==> config.mk <==
export PLATFORM = sky130hd
export DESIGN_NAME = sst_reg_engine
export DESIGN_NICKNAME = d
export VERILOG_FILES = /design/src/rtl/sst_reg_engine.sv
export SDC_FILE = /design/constraint.sdc
export NUM_CORES = 1
export LEC_CHECK = 0
export CAP_MARGIN = 20
export CORE_MARGIN = 2
export CORE_UTILIZATION = 51
export CTS_CLUSTER_DIAMETER = 150
export DETAILED_ROUTE_END_ITERATION = 16
export HOLD_SLACK_MARGIN = 0.03
export MAX_ROUTING_LAYER = met4
export PLACE_DENSITY = 0.82
export SLEW_MARGIN = 20
export SYNTH_ARGS = -nofsm -noshare
export SYNTH_HDL_FRONTEND = slang
export SYNTH_SLANG_ARGS = --single-unit
==> constraint.sdc <==
create_clock -name clk -period 2.6 [get_ports clk]
set_clock_uncertainty 0.05 [all_clocks]
set_input_delay 0.52 -clock clk [delete_from_list [all_inputs] [get_ports clk]]
set_output_delay 0.52 -clock clk [all_outputs]
set_load 0.02 [all_outputs]
==> src/rtl/sst_reg_engine.sv <==
// Initiator for the mapper save-state register bus: streams the register file out (save)
// or writes a byte stream back into it (restore), with writes timed against M2 falling edges.
module sst_reg_engine #(
   parameter int unsigned N_REGS = 128,
   parameter int unsigned SETTLE = 2,
   parameter int unsigned M2_TMO = 4096
) (
   input  logic       clk,
   input  logic       rst_n,
   input  logic       m2,
   input  logic       start_save,
   input  logic       start_load,
   output logic [7:0] out_data,
   output logic       out_valid,
   input  logic       out_ready,
   input  logic [7:0] in_data,
   input  logic       in_valid,
   output logic       in_ready,
   output logic       sst_act,
   output logic [7:0] sst_addr,
   output logic       sst_we_reg,
   output logic [7:0] sst_dato,
   input  logic [7:0] sst_di,
   output logic       busy,
   output logic       done,
   output logic       err
);

   localparam int unsigned CntMax = (M2_TMO > SETTLE) ? M2_TMO : SETTLE;
   localparam int unsigned CntW = $clog2(CntMax + 1);
   localparam logic [7:0] LastAddr = 8'(N_REGS - 1);
   localparam logic [CntW-1:0] SettleCnt = CntW'(SETTLE);
   localparam logic [CntW-1:0] TmoCnt = CntW'(M2_TMO - 1);

   typedef enum logic [2:0] {
      StIdle, StSSet, StSOut, StLIn, StLWr, StLChk, StFin
   } state_e;

   state_e          state_q, state_d;
   logic [7:0]      addr_q, addr_d;
   logic [CntW-1:0] cnt_q, cnt_d;
   logic            hold_q, hold_d;
   logic [7:0]      out_data_q, out_data_d;
   logic            out_valid_q, out_valid_d;
   logic [7:0]      dato_q, dato_d;
   logic            err_q, err_d;
   logic            m2_s1_q, m2_s2_q, m2_h_q;
   logic            m2_fall;

   assign m2_fall = m2_h_q & ~m2_s2_q;

   always_ff @(posedge clk) begin
      if (!rst_n) begin
         state_q     <= StIdle;
         addr_q      <= '0;
         cnt_q       <= '0;
         hold_q      <= 1'b0;
         out_data_q  <= '0;
         out_valid_q <= 1'b0;
         dato_q      <= '0;
         err_q       <= 1'b0;
         m2_s1_q     <= 1'b0;
         m2_s2_q     <= 1'b0;
         m2_h_q      <= 1'b0;
      end else begin
         state_q     <= state_d;
         addr_q      <= addr_d;
         cnt_q       <= cnt_d;
         hold_q      <= hold_d;
         out_data_q  <= out_data_d;
         out_valid_q <= out_valid_d;
         dato_q      <= dato_d;
         err_q       <= err_d;
         m2_s1_q     <= m2;
         m2_s2_q     <= m2_s1_q;
         m2_h_q      <= m2_s2_q;
      end
   end

   always_comb begin
      state_d     = state_q;
      addr_d      = addr_q;
      cnt_d       = cnt_q;
      hold_d      = hold_q;
      out_data_d  = out_data_q;
      out_valid_d = out_valid_q;
      dato_d      = dato_q;
      err_d       = err_q;
      in_ready    = 1'b0;
      sst_we_reg  = 1'b0;
      unique case (state_q)
         StIdle: begin
            if (start_save) begin
               state_d = StSSet;
               addr_d  = '0;
               cnt_d   = '0;
               err_d   = 1'b0;
            end else if (start_load) begin
               state_d = StLIn;
               addr_d  = '0;
               err_d   = 1'b0;
            end
         end
         StSSet: begin
            if (cnt_q == SettleCnt) begin
               out_data_d  = sst_di;
               out_valid_d = 1'b1;
               state_d     = StSOut;
            end else begin
               cnt_d = cnt_q + CntW'(1);
            end
         end
         StSOut: begin
            if (out_ready) begin
               out_valid_d = 1'b0;
               cnt_d       = '0;
               if (addr_q == LastAddr) begin
                  state_d = StFin;
               end else begin
                  addr_d  = addr_q + 8'd1;
                  state_d = StSSet;
               end
            end
         end
         StLIn: begin
            in_ready = 1'b1;
            if (in_valid) begin
               dato_d  = in_data;
               cnt_d   = '0;
               hold_d  = 1'b0;
               state_d = (addr_q == LastAddr) ? StLChk : StLWr;
            end
         end
         StLWr: begin
            sst_we_reg = 1'b1;
            // Keep the strobe one extra cycle after the synced fall is seen.
            if (hold_q) begin
               hold_d  = 1'b0;
               addr_d  = addr_q + 8'd1;
               state_d = StLIn;
            end else if (m2_fall) begin
               hold_d = 1'b1;
            end else if (cnt_q == TmoCnt) begin
               err_d   = 1'b1;
               state_d = StFin;
            end else begin
               cnt_d = cnt_q + CntW'(1);
            end
         end
         StLChk: begin
            // Index register is read-only: verify instead of writing.
            if (cnt_q == SettleCnt) begin
               if (sst_di != dato_q) err_d = 1'b1;
               state_d = StFin;
            end else begin
               cnt_d = cnt_q + CntW'(1);
            end
         end
         StFin: begin
            addr_d  = '0;
            state_d = StIdle;
         end
         default: state_d = StIdle;
      endcase
   end

   assign sst_act   = rst_n && (state_q != StIdle) && (state_q != StFin);
   assign sst_addr  = addr_q;
   assign sst_dato  = dato_q;
   assign out_data  = out_data_q;
   assign out_valid = out_valid_q;
   assign busy      = (state_q != StIdle);
   assign done      = (state_q == StFin);
   assign err       = err_q;

endmodule

==> results.cfg <==
[pwr]
p_per_area_mw_per_mm2 = 547
max-vdd-ir-drop_mv = 0.360
total_power_uw = 1760
p_leak_uw = 0.00121

[sta]
slew_viol_final = 0
hold_violations = 0
max_slew_margin = 0.637
fin_tns_setup_ns = 0
max_clock_freq_mhz = 407
rsz0062_at_grt = false
min_period_ns = 2.46
setup_viol = 0
fin_crit_sh = 0.946
tightestPinTransition_ns = 0.539

[finish]
fillers = 399
instances_no_fill = 424
num_antenna_cells = 0
drive_above_1_share = 0.0952
synthToLayoutAreaGrowth_pct = 28.9
finish.instance_area_sq_mm = 0.00322
finalNetCount = 383

[detailed_routing]
post_drt_via_cell_ratio = 5.88
route.met2.wl_um = 3000
met3_length_um = 356
dr.max_layer_used = met4
ant_nets = 0
vias = 2491
wl_per_cell_um = 14.8
drt_pre_antenna_iters = 5
met1_length_um = 2860
drc = 0
drt_iter0_markers = 288
wl_um = 6280

[worst_setup_path]
critPathArrivalTime_ns = 1.89
path_cells = clkdlybuf4s50_1 -> inv_1 -> nor3b_1 -> clkdlybuf4s50_1
cpPeakStageDelay_ns = 0.64
cp.required_ns = 2.03
worstPathMaxFanout = 2
crit_top_cell = clkdlybuf4s50_1
crit_type = primary input to output port
startpoint_type = primary input
slowest_stage = clkdlybuf4s50_1
crit_path_end_kind = output port

[grt]
grt_pass1_vias = 2301
gr-total-overflow = 0
track_usage = 0.254
antenna_found_initial = 0
grt_max_degree = 31
grt_pass1_wl_um = 10700

[cts]
clock-root-buffer = clkbuf_8
cts_tree = built
clkLatencyLatePin_ns = 0.30
htreeDepth = 2
cts_setup_buffers = 0
cts_buffer_depth = 2
holdBufCountCts = 0
path_clk_slew_ns = 0.08
cts_resized = 0
cts_buffers = 5
clock-sinks = 46

[die]
fp.dieW_um = 74.0
std_cell_rows = 25
core_sq_mm = 0.00472
top_level_ports = 54
die_h_um = 74.0
start_util = 0.528
die-area_sq_mm = 0.00547

[synthesis]
synth_top_area_frac = 0.369
ys_ff_latch = 46
yosys.cell_types.count = 54
synth_top_area_cell = dfxtp_1
synth.area.top_cells = dfxtp_1 37%, nand2_1 4.5%, nor2_1 4.5%, o311ai_1 3.5%, mux2i_1 3.2%
synth_nets = 328
syn_avg_cell_area_sq_um = 8.27
syn_area_sq_mm = 0.00250
synth_edf_count = 0
yosysWarnings = 0
dominantRegCellSynth = dfxtp_1
ys_seq_area_frac = 0.369
synth-async-reset-ratio = 0
syn_inst = 302

[job]
drv_cap = 0

[placement]
dpl.hpwl_um = 4410
postPlaceCellArea_sq_mm = 0.00311
gp_congestion = 0.898
io_buffers = 53
place_inst = 417

[outcome]
status = completed

[hold_path]
min_path_type = register to register
## through the flow
stage	hold WS, ns	util	setup WS (ns)
global route	0.405	0.681	0.0485
finish	0.397	0.681	0.141
CTS	0.400	0.681	0.125
floorplan	0.362	-	0.594
detailed placement	0.380	0.657	0.127
global placement	0.369	0.657	0.133
## power breakdown
part           internal, uW  switching (uW)  total (uW)
sequential              728            23.1         751
clock                   308             239         547
combinational           200             263         463
total                  1240             525        1760
## synthesized netlist by cell type (all sizes together), types with 3 or more instances
cell type	n
a21oi	15
nor4	7
nand3b	5
inv	9
or3	3
a31oi	9
xor2	4
nor2	31
ha	3
o311ai	10
and3	7
xnor2	5
nand3	13
o41ai	5
buf	12
nand2	30
nand4	6
or4	5
o31ai	4
nor3	8
dfxtp	46
o21a	4
nand2b	3
mux2i	8
o21ai	16
and2	5
clkbuf	7
## worst max-delay path: cells and delay by family
family                 cells  cell delay [ns]
buffers and inverters      3             1.19
AND/OR/NAND/NOR            1             0.17
## layout by cell type, fill, tap and decap left out, types with 3 or more instances in the layout
cell type and count:
a21oi_1 15, a31oi_1 9, and2_1 5, and3_1 7, buf_4 14, clkbuf_8 6, clkdlybuf4s50_1 53, dfxtp_1 46
ha_1 3, inv_1 7, mux2i_1 8, nand2_1 30, nand2b_1 3, nand3_1 13, nand3b_1 5, nand4_1 5
nor2_1 30, nor3_1 7, nor4_1 6, o21a_1 4, o21ai_0 8, o21ai_1 8, o311ai_1 10, o31ai_1 4
o41ai_2 3, or3_1 3, or4_1 5, xnor2_1 5, xor2_1 4
## flip-flops by register name (all words and copies together), names as in the netlist
register,count
cnt_q,13
sst_dato,8
hold_q,1
err,1
out_data,8
sst_addr,8
out_valid,1
m2_h_q,1
m2_s1_q,1
state_q,3
m2_s2_q,1
## final timing paths
kind	slack, ns	depth (start not counted)	end	from
worst max register to register	0.35	5	out_data[3]$_SDFFE_PN0P_	cnt_q[11]$_SDFFE_PN0P_
worst max-delay path	0.14	4	sst_act	rst_n
worst min register to register	0.40	1	m2_s2_q$_SDFF_PN0_	m2_s1_q$_SDFF_PN0_
worst min-delay path	0.40	1	m2_s2_q$_SDFF_PN0_	m2_s1_q$_SDFF_PN0_
## routing by layer
metal | GRT usage | vias up
li1 | - | 1229
met1 | 0.341 | 1174
met2 | 0.395 | 80
met3 | 0.0379 | 8
met4 | 0.0808 | 0
met5 | - | -
## final cells by class
class                      instances  area (sq um)  share of cell area
tap                               67          83.8              0.0260
clock inverter                     1          30.0             0.00933
sequential                        46           921               0.286
clock buffer                       6          82.6              0.0257
multi-input combinational        228          1430               0.445
inverter                           9          33.8              0.0105
timing repair buffer              67           636               0.198
## cell families after synthesis
| family | count (synthesis) | share of synthesized area |
|---|---|---|
| and+or+nand+nor | 131 | 0.273 |
| AOI/OAI and AO/OA | 77 | 0.222 |
| DFF | 46 | 0.369 |
| buffers and inverters | 28 | 0.0576 |
| xor gates and xnor gates | 9 | 0.0316 |
| muxes | 8 | 0.0321 |
| adders and majority gates | 3 | 0.0150 |
No activity file was read; power rests on OpenSTA's default activity.
